<file path="src/rtl/dvi_timing_pkg.sv">
// dvi_timing_pkg
//   Shared types and timing constant sets for the DVI timing generator.
//   - state_t           : IDLE / RUN
//   - VGA_*             : 640x480@60 (25.2 MHz pixel clock), negative syncs
//   - SVGA_*            : 800x600@60 (40 MHz pixel clock), positive syncs
//   - h_total / v_total : total pixels per line / lines per frame
package dvi_timing_pkg;

    typedef enum logic {
        IDLE = 1'b0,
        RUN  = 1'b1
    } state_t;

    localparam int VGA_H_ACTIVE = 640;
    localparam int VGA_H_FP     = 16;
    localparam int VGA_H_SYNC   = 96;
    localparam int VGA_H_BP     = 48;
    localparam int VGA_V_ACTIVE = 480;
    localparam int VGA_V_FP     = 10;
    localparam int VGA_V_SYNC   = 2;
    localparam int VGA_V_BP     = 33;
    localparam bit VGA_HS_POL   = 1'b0;
    localparam bit VGA_VS_POL   = 1'b0;

    localparam int SVGA_H_ACTIVE = 800;
    localparam int SVGA_H_FP     = 40;
    localparam int SVGA_H_SYNC   = 128;
    localparam int SVGA_H_BP     = 88;
    localparam int SVGA_V_ACTIVE = 600;
    localparam int SVGA_V_FP     = 1;
    localparam int SVGA_V_SYNC   = 4;
    localparam int SVGA_V_BP     = 23;
    localparam bit SVGA_HS_POL   = 1'b1;
    localparam bit SVGA_VS_POL   = 1'b1;

    function automatic int h_total(input int active, input int fp, input int sync, input int bp);
        return active + fp + sync + bp;
    endfunction

    function automatic int v_total(input int active, input int fp, input int sync, input int bp);
        return active + fp + sync + bp;
    endfunction

endpackage

</file>
<file path="src/rtl/dvi_timing_gen_sig_delay_line.sv">
// sig_delay_line
//   Fixed-depth shift register that re-times the stage-0 sync/DE flags so
//   they line up with pixel data returned D cycles after the request.
//   Ports:
//     clk25_2 : pixel clock
//     reset_n : asynchronous active-low reset, loads INIT into every stage
//     din     : W-bit stage-0 value
//     dout    : din delayed by D cycles
module sig_delay_line #(
    parameter int             W    = 4,
    parameter int             D    = 2,
    parameter logic [W-1:0]   INIT = '0
) (
    input  logic         clk25_2,
    input  logic         reset_n,
    input  logic [W-1:0] din,
    output logic [W-1:0] dout
);

    logic [W-1:0] stage [D];

    always_ff @(posedge clk25_2 or negedge reset_n) begin
        if (!reset_n) begin
            for (int i = 0; i < D; i++) begin
                stage[i] <= INIT;
            end
        end else begin
            stage[0] <= din;
            for (int i = 1; i < D; i++) begin
                stage[i] <= stage[i-1];
            end
        end
    end

    assign dout = stage[D-1];

endmodule

</file>
<file path="src/rtl/dvi_timing_gen.sv">
// dvi_timing_gen
//   Parametrised video timing generator for the CH7301C DVI path. Walks an
//   (x,y) raster, requests pixels from the upstream source and emits
//   DE/HSYNC/VSYNC/VBLANK delayed by PIPE_DEPTH so they match the returned
//   pixel data. Start/stop requests are honoured only at frame boundaries.
//   Ports:
//     clk25_2     : pixel clock
//     reset_n     : asynchronous active-low reset
//     enable      : run request, sampled at frame end (and in IDLE)
//     pix_req     : pixel (pix_x,pix_y) wanted, data due PIPE_DEPTH later
//     pix_x/pix_y : raster counters
//     frame_start : pulse at (0,0) while running
//     line_start  : pulse at x=0 on active lines
//     dvi_de      : delayed data enable
//     dvi_hs/vs   : delayed syncs at HS_POL/VS_POL active level
//     vblank      : delayed, high on lines >= V_ACTIVE
//     running     : FSM is in RUN
//
//   state | meaning
//   IDLE  | counters parked at (0,0), no requests, delay line drains
//   RUN   | raster advancing; leaves only after the last pixel of a frame
module dvi_timing_gen
    import dvi_timing_pkg::*;
#(
    parameter int H_ACTIVE   = VGA_H_ACTIVE,
    parameter int H_FP       = VGA_H_FP,
    parameter int H_SYNC     = VGA_H_SYNC,
    parameter int H_BP       = VGA_H_BP,
    parameter int V_ACTIVE   = VGA_V_ACTIVE,
    parameter int V_FP       = VGA_V_FP,
    parameter int V_SYNC     = VGA_V_SYNC,
    parameter int V_BP       = VGA_V_BP,
    parameter bit HS_POL     = VGA_HS_POL,
    parameter bit VS_POL     = VGA_VS_POL,
    parameter int PIPE_DEPTH = 2,
    parameter int CNT_W      = 12
) (
    input  logic             clk25_2,
    input  logic             reset_n,
    input  logic             enable,
    output logic             pix_req,
    output logic [CNT_W-1:0] pix_x,
    output logic [CNT_W-1:0] pix_y,
    output logic             frame_start,
    output logic             line_start,
    output logic             dvi_de,
    output logic             dvi_hs,
    output logic             dvi_vs,
    output logic             vblank,
    output logic             running
);

    localparam int H_TOTAL = h_total(H_ACTIVE, H_FP, H_SYNC, H_BP);
    localparam int V_TOTAL = v_total(V_ACTIVE, V_FP, V_SYNC, V_BP);

    if ((H_TOTAL > (2 ** CNT_W)) || (V_TOTAL > (2 ** CNT_W)) || (PIPE_DEPTH < 1)) begin : g_param_check
        $error("dvi_timing_gen: totals exceed counter range or PIPE_DEPTH < 1");
    end

    localparam logic [CNT_W-1:0] X_LAST = CNT_W'(H_TOTAL - 1);
    localparam logic [CNT_W-1:0] Y_LAST = CNT_W'(V_TOTAL - 1);

    // Boundaries held at 32 bits: the sync end can equal 2**CNT_W and
    // would alias to zero at counter width.
    localparam int unsigned X_ACT  = H_ACTIVE;
    localparam int unsigned HS_BEG = H_ACTIVE + H_FP;
    localparam int unsigned HS_END = H_ACTIVE + H_FP + H_SYNC;
    localparam int unsigned Y_ACT  = V_ACTIVE;
    localparam int unsigned VS_BEG = V_ACTIVE + V_FP;
    localparam int unsigned VS_END = V_ACTIVE + V_FP + V_SYNC;

    // Delay line carries {de, hs level, vs level, vblank}.
    localparam logic [3:0] DL_INIT = {1'b0, ~HS_POL, ~VS_POL, 1'b0};

    state_t           state;
    logic [CNT_W-1:0] x;
    logic [CNT_W-1:0] y;

    always_ff @(posedge clk25_2 or negedge reset_n) begin
        if (!reset_n) begin
            state <= IDLE;
            x     <= '0;
            y     <= '0;
        end else begin
            case (state)
                IDLE: begin
                    x <= '0;
                    y <= '0;
                    if (enable) begin
                        state <= RUN;
                    end
                end
                RUN: begin
                    if (x == X_LAST) begin
                        x <= '0;
                        if (y == Y_LAST) begin
                            y <= '0;
                            if (!enable) begin
                                state <= IDLE;
                            end
                        end else begin
                            y <= y + 1'b1;
                        end
                    end else begin
                        x <= x + 1'b1;
                    end
                end
                default: begin
                    state <= IDLE;
                    x     <= '0;
                    y     <= '0;
                end
            endcase
        end
    end

    logic [31:0] x32;
    logic [31:0] y32;
    logic        run;
    logic        act_h;
    logic        act_v;
    logic        hs_raw;
    logic        vs_raw;
    logic        vb_raw;
    logic [3:0]  dl_in;
    logic [3:0]  dl_out;

    assign x32    = 32'(x);
    assign y32    = 32'(y);
    assign run    = (state == RUN);
    assign act_h  = (x32 < X_ACT);
    assign act_v  = (y32 < Y_ACT);
    assign hs_raw = run && (x32 >= HS_BEG) && (x32 < HS_END);
    assign vs_raw = run && (y32 >= VS_BEG) && (y32 < VS_END);
    assign vb_raw = run && !act_v;

    // Stage 0 decodes only registered state/counters, so enable never
    // reaches an output combinationally.
    assign pix_req     = run && act_h && act_v;
    assign line_start  = run && (x == '0) && act_v;
    assign frame_start = run && (x == '0) && (y == '0);
    assign pix_x       = x;
    assign pix_y       = y;
    assign running     = run;

    // Polarity is applied before the delay line so the outputs come
    // straight from flops and reset to their inactive levels.
    assign dl_in = {pix_req,
                    hs_raw ? HS_POL : ~HS_POL,
                    vs_raw ? VS_POL : ~VS_POL,
                    vb_raw};

    sig_delay_line #(
        .W    (4),
        .D    (PIPE_DEPTH),
        .INIT (DL_INIT)
    ) u_delay (
        .clk25_2 (clk25_2),
        .reset_n (reset_n),
        .din     (dl_in),
        .dout    (dl_out)
    );

    assign {dvi_de, dvi_hs, dvi_vs, vblank} = dl_out;

endmodule

</file>
<file path="config.mk">
export PLATFORM = sky130hd
export DESIGN_NAME = dvi_timing_gen
export DESIGN_NICKNAME = d
export VERILOG_FILES = /design/src/rtl/dvi_timing_pkg.sv /design/src/rtl/dvi_timing_gen_sig_delay_line.sv /design/src/rtl/dvi_timing_gen.sv
export SDC_FILE = /design/constraint.sdc
export NUM_CORES = 1
export LEC_CHECK = 0
export ABC_AREA = 1
export BUFFER_PORTS_ARGS = -buffer_cell sky130_fd_sc_hd__buf_2
export CORE_ASPECT_RATIO = 0.6
export CORE_MARGIN = 2
export CORE_UTILIZATION = 59
export DETAILED_ROUTE_END_ITERATION = 8
export PLACE_DENSITY = 0.88
export RECOVER_POWER = 100
export SYNTH_ARGS = -nofsm -noshare
export SYNTH_HDL_FRONTEND = slang
export SYNTH_HIERARCHICAL = 1
export SYNTH_SLANG_ARGS = --single-unit
</file>
<file path="constraint.sdc">
create_clock -name clk25_2 -period 3.7 [get_ports clk25_2]
set_clock_uncertainty 0.15 [all_clocks]
set_input_delay 0.37 -clock clk25_2 [delete_from_list [all_inputs] [get_ports clk25_2]]
set_output_delay 0.37 -clock clk25_2 [all_outputs]
set_load 0.02 [all_outputs]
</file>
==> impl_results.md, run 1 <==
- Post-CTS setup buffer count: 0
- CTS Buffer Depth: 2
- Design Power: between 0.6 and 0.7 mW
- Asr flop ratio synth: 100%
- Ys Warns: 6
- CP max stage delay: between 800 and 900 ps
- Grt total ovfl: 0
- Ranking of synthesized cells by area: dfrtp_1, nand2_1, nand3_1
- Clk Latency, worst-skew pair: ~280 ps
- DRC: 0
- Total global-route track usage: roughly a quarter
- CTS root buffer: clkbuf_8
- 1st-pass router iterations: 5
- Dpl cell area: between 2000 and 2500 µm²
- Initial antenna violation count: 0
- Inserted Diodes: 0
- Slowest-stage cell, CP: clkbuf_1
- Fin nets: a little under 300
- Hold depth: 2
- Register area: 831 µm²
- Share of layout cells above drive strength 1: ~6.5%
- Port bufs: 34
- Number of fill cells: approximately 260
- Net Count, Synth: roughly 270
- Worst Setup Path Type: flop to output pin
- Critical Path Most Common Cell: clkbuf_1
- Post-Synthesis Cells: ~260
- Syn Area/Cell: 7.42 µm²
- Initial DRC count: 172
- Commonest cells post-synth: nand2_1, nand3_1, nor2_1, inv_1, dfrtp_1
- CTS Buf Count: 5
- Max_cap viols: 1
- Synth Register Bits: 33
- Post-CTS Hold Fix Bufs: 0
- Final min period: 2810 ps
- Clock-pin slew on the worst setup and hold paths: around 60 ps
- Yosys top cell area share: a little under two fifths
- Max Fclk: roughly 360 MHz
- Pleak: 1.07 nW
- Total core area: 2980 µm²
- Synth Flop Type: dfrtp_1
- Worst endpoint data arrival time: between 2000 and 2500 ps
- Leading area contributor after synthesis: dfrtp_1
- Largest net degree at the start of global routing: 34
- Die ar.: 3740 µm²
- Unrepaired setup endpoints after global routing: false
- H-tree levels: 2
- Max-slew violation total from the final report: 34
- Hold Crit Class: primary input to flop
- First-pass GRT wire length: around 7400 µm
- Violated checks: capacitance limit, slew limit
- RR Startpoint: pix_x[0]$_DFF_PN0_
- Fin util: between 70% and 80%
- CTS resizes: 0
- Crit path to: pix_req
- Post-synth cell types: 26
- Endpoints failing setup: 0
- Crit start category: flop
- Status: finished, violations left
- Worst path cell trace: clkbuf_1 -> nand3_1 -> nor3_1 -> clkbuf_1
- Die Ht: around 48 µm
- Pwr Density: 297 nW/µm²
- Die Wd: 77.7 µm
- Via count: between 1.5k and 2k
- Worst slew margin: -16.5%
- Worst EP required: around 3200 ps
- Area of the multi-input gates: 880 µm²
- Routed Antenna Nets: 0
- Vias in the first global route: 1565
- CP Max Fanout: 27
- Final period utilization: roughly three quarters
- Final WL: ~4600 µm
- Worst setup path startpoint: running$_DFF_PN0_
- Num rows: 15
- Routed len/inst: 13.9 µm
- Routability congestion estimate: ~0.98
- Vias per cell: 5.59
- Synthesis-to-finish area growth: 9.38%
- Initial Util: 64.4%
- Most common cell in the synthesized netlist: nand2_1
- Post-detail-place hpwl: 3460 µm
- Worst R2R Path Depth: 6
- I/O pins: 35
- CTS tree: done
- Hold Vio Cnt, Final: 0
- Reg2Reg Setup Slack: roughly 1400 ps
- Share of the yosys chip area belonging to registers: between 40 and 50%
- Setup TNS: 0 ps
- VDD IR max: 0.230 mV
- Post-synth EDFFs: 0
- Reg-to-Reg End: running$_DFF_PN0_
- CTS sink cnt: 33
- Crit end category: output pin
- Final non-filler cell area: ~2100 µm²
- Mapped cell area: approximately 1900 µm²
- Worst-margin pin slew: around 1700 ps
## worst min-delay path by stage
stage,startpoint,endpoint,slack (ps)
2_1_floorplan,reset_n,pix_x[0]$_DFF_PN0_,-80
5_1_grt,enable,running$_DFF_PN0_,140
6_report,enable,running$_DFF_PN0_,140
3_5_place_dp,u_delay/stage[4]$_DFF_PN0_,u_delay/dout[0]$_DFF_PN0_,190
4_1_cts,reset_n,pix_x[8]$_DFF_PN0_,10
3_3_place_gp,u_delay/stage[4]$_DFF_PN0_,u_delay/dout[0]$_DFF_PN0_,180
## flip-flops by register name, summed over array words and instances, names as in the netlist
name / cells
u_delay/stage: 4
pix_x: 12
running: 1
u_delay/dout: 4
pix_y: 12
## metal layers
layer  routed length, µm  track usage (%)
met2                1830             36.4
met5                   0                0
met4                  25             5.71
met3                 477             8.52
met1                2300             40.4
## layout make-up
class,instances,share of cell area [%]
inverters,33,5.90
clock buffers,8,3.81
well taps,42,2.50
repair buffers,35,6.37
multi-input cells,183,41.9
flip-flops and latches,33,39.5
## through the flow
step                hold slack, ps  setup WS (ps)  std cells
floorplan                    -75.6           1730        259
global placement               184           1860        326
detailed placement             189           1830        326
CTS                           11.8           1520        334
global route                   140            806        334
finish                         142            891        334
## cells by family after synthesis
group,after synthesis,synth area share [%]
simple gates,164,39.5
xor+xnor,3,1.37
compound gates,12,3.19
buf+inv,43,10.0
flops,33,43.3
fa+ha+maj,4,2.61
## cells in the final DEF (no fill, tap or decap)
cell type / synthesis / layout
nand2_1: 64 / 64
clkbuf_1: 0 / 36
nand3_1: 34 / 35
nor2_1: 31 / 34
inv_1: 30 / 30
dfrtp_1: 29 / 29
nor3_1: 12 / 12
nand4_1: 10 / 10
o21ai_0: 7 / 7
clkbuf_8: 0 / 5
a21oi_1: 4 / 4
ha_1: 4 / 4
dfstp_2: 4 / 4
inv_2: 3 / 3
nor3_2: 3 / 3
xor2_1: 3 / 3
nand3b_1: 2 / 2
buf_2: 1 / 2
nand2_2: 1 / 1
a31oi_1: 1 / 1
nor3b_1: 1 / 1
nor4_1: 1 / 1
nor2_4: 2 / 1
## power breakdown
part	internal, mW	leakage, nW	switching, mW	total (mW)
combinational	0.000690	0.613	0.00680	0.00749
clock	0.133	0.0395	0.122	0.255
sequential	0.361	0.417	0	0.361
total	0.495	1.07	0.129	0.624
## critical path, delay by kind of cell (launching register included)
kind,cells,cell delay [ps]
buffers and inverters,2,1080
DFF,1,360
and+or+nand+nor,2,550
(Power assumes the default switching activity.)
==> run 2: changes to the inputs <==
--- a/config.mk
+++ b/config.mk
@@ -5,13 +5,13 @@
 export SDC_FILE = /design/constraint.sdc
 export NUM_CORES = 1
 export LEC_CHECK = 0
-export ABC_AREA = 1
+export ABC_AREA = 0
 export BUFFER_PORTS_ARGS = -buffer_cell sky130_fd_sc_hd__buf_2
 export CORE_ASPECT_RATIO = 0.6
 export CORE_MARGIN = 2
-export CORE_UTILIZATION = 59
+export CORE_UTILIZATION = 54
 export DETAILED_ROUTE_END_ITERATION = 8
-export PLACE_DENSITY = 0.88
+export PLACE_DENSITY = 0.83
 export RECOVER_POWER = 100
 export SYNTH_ARGS = -nofsm -noshare
 export SYNTH_HDL_FRONTEND = slang
==> constraint.sdc (replaced) <==
create_clock -name clk25_2 -period 2.8 [get_ports clk25_2]
set_clock_uncertainty 0.15 [all_clocks]
set_input_delay 0.28 -clock clk25_2 [delete_from_list [all_inputs] [get_ports clk25_2]]
set_output_delay 0.28 -clock clk25_2 [all_outputs]
set_load 0.02 [all_outputs]
==> impl_results.md, run 2 <==
- Status: finished, violations left
- Violated checks: capacitance limit, slew limit
- Post-synth cell types: 38
- Initial DRC count: 128
- Commonest non-fill, non-tap cell in the layout: clkbuf_1
- Share of the yosys chip area belonging to registers: about half
- Inserted Diodes: 0
- Grt total ovfl: 0
- Routed Antenna Nets: 0
- Worst-margin pin slew: about 1700 ps
- Die Wd: 76.4 µm
- I/O pins: 35
- Max Fclk: about 410 MHz
- Ys Warns: 6
- Worst slew margin: -13.7%
- 1st-pass router iterations: 4
- Post-CTS Hold Fix Bufs: 1
- H-tree levels: 2
- Reg-to-Reg End: pix_y[2]$_DFFE_PN0P_
- Synth Flop Type: dfrtp_1
- Endpoints failing setup: 0
- Leading area contributor after synthesis: dfrtp_1
- Most frequent cells in the layout: clkbuf_1, dfrtp_1, nor2_1
- Worst Setup Path Type: flop to output pin
- Die Ht: ~47 µm
- Worst EP required: around 2400 ps
- Total core area: 2930 µm²
- Post-detail-place hpwl: ~2900 µm
- Ranking of synthesized cells by area: dfrtp_1, dfstp_2, xnor2_1
- Post-CTS setup buffer count: 0
- Worst R2R Path Depth: 5
- Total global-route track usage: a little under a quarter
- CTS sink cnt: 33
- Via count: around 1.5k
- Most common cell in the synthesized netlist: dfrtp_1
- Reg2Reg Setup Slack: 380 ps
- Max-slew violation total from the final report: 34
- Share of layout cells above drive strength 1: 8.53%
- Die ar.: about 3600 µm²
- Synth Register Bits: 33
- Hold Vio Cnt, Final: 0
- Mapped cell area: around 1700 µm²
- Vias in the first global route: ~1.3k
- Largest net degree at the start of global routing: 34
- Crit start category: flop
- Routed len/inst: ~16 µm
- Final WL: 3990 µm
- Max_cap viols: 1
- RR Startpoint: pix_x[0]$_DFF_PN0_
- Yosys top cell area share: 42.7%
- Hold Crit Class: primary input to flop
- Hold path start: enable
- Unrepaired setup endpoints after global routing: false
- First-pass GRT wire length: about 6200 µm
- Clk Latency, worst-skew pair: between 200 and 300 ps
- Hold depth: 2
- Asr flop ratio synth: 100%
- Routability congestion estimate: ~0.92
- Port bufs: 34
- CTS root buffer: clkbuf_8
- Commonest cells post-synth: dfrtp_1, nor2_1, nand2_1, nor3_1, xnor2_1
- CTS Buffer Depth: 2
- Vias per cell: approximately 6
- Pwr Density: 430 nW/µm²
- CTS Buf Count: 5
- Pleak: between 0.8 and 0.9 nW
- Syn Area/Cell: around 9.8 µm²
- Num rows: 15
- Hold Path Sink: running$_DFF_PN0_
- CTS tree: done
- CP Max Fanout: 6
- Fin nets: approximately 220
- Initial antenna violation count: 0
- CTS resizes: 0
- Final period utilization: between 80% and 90%
- Crit end category: output pin
- Initial Util: around 58%
- VDD IR max: 0.279 mV
- DRC: 0
- Post-Synthesis Cells: around 170
- Post-synth EDFFs: 0
- Final min period: about 2400 ps
- Setup TNS: 0 ps
- Synthesis-to-finish area growth: 13.1%
- Dpl cells: between 200 and 250
- Finished Layout Cells: about 250
- Worst endpoint data arrival time: slightly below 2000 ps
- Net Count, Synth: 180
- Clock-pin slew on the worst setup and hold paths: roughly 60 ps
-- run 2: worst max-delay path by stage --
stage	startpoint	depth (start not counted)	endpoint
after CTS	running$_DFF_PN0_	5	frame_start
after global routing	pix_x[0]$_DFF_PN0_	5	pix_y[2]$_DFFE_PN0P_
after floorplan	pix_x[4]$_DFF_PN0_	4	frame_start
after detailed placement	pix_x[0]$_DFF_PN0_	5	pix_y[2]$_DFFE_PN0P_
final	running$_DFF_PN0_	5	frame_start
after global placement	pix_x[0]$_DFF_PN0_	5	pix_y[2]$_DFFE_PN0P_
-- run 2: kinds of logic (layout without fill, tap and decap cells) --
group | count (synthesis) | after routing | synth area share [%]
and+or+nand+nor | 83 | 83 | 25.8
xor gates and xnor gates | 10 | 10 | 5.16
buffers and inverters | 14 | 52 | 4.20
DFF | 33 | 33 | 48.9
AOI/OAI and AO/OA | 29 | 29 | 13.0
adders and majority gates | 4 | 4 | 2.95
-- run 2: through the flow --
| stage | area, µm² | hold slack (ps) | setup slack (ps) | total power, mW | util (%) |
|---|---|---|---|---|---|
| after floorplan | 1700 | -166 | 677 | 0.486 | - |
| after global placement | 1890 | 182 | 740 | 0.496 | 64.4 |
| after detailed placement | 1890 | 186 | 640 | 0.497 | 64.4 |
| after CTS | 1980 | 43.4 | 457 | 0.834 | 67.6 |
| after global routing | 1920 | 36.9 | 198 | 0.865 | 65.6 |
| final | 1920 | 44.9 | 379 | 0.826 | 65.6 |
-- run 2: layout make-up --
type | instances | area, µm²
fill | 260 | 1010
multi-input combinational | 126 | 778
clock buffer | 6 | 72.6
timing repair buffer | 36 | 146
clock inverter | 2 | 10.0
inverter | 8 | 30.0
sequential | 33 | 831
tap | 42 | 52.6
-- run 2: per-layer routing --
layer	share of wire, %	GRT usage, %
met4	1.5	6.18
met5	0	0
met1	45	32.6
met3	8.8	5.66
met2	44	35.6
-- run 2: power by group --
part | switching, mW | total (mW) | leakage, nW | internal, mW
sequential | 0 | 0.477 | 0.417 | 0.477
combinational | 0.00900 | 0.0109 | 0.374 | 0.00187
clock | 0.166 | 0.338 | 0.0450 | 0.172
-- run 2: critical path, cell delays in order (launching register included) --
cell	delay, ps
dfrtp_1	460
or3b_1	460
nor2_1	160
nand3_1	130
nor3_1	220
clkbuf_1	270
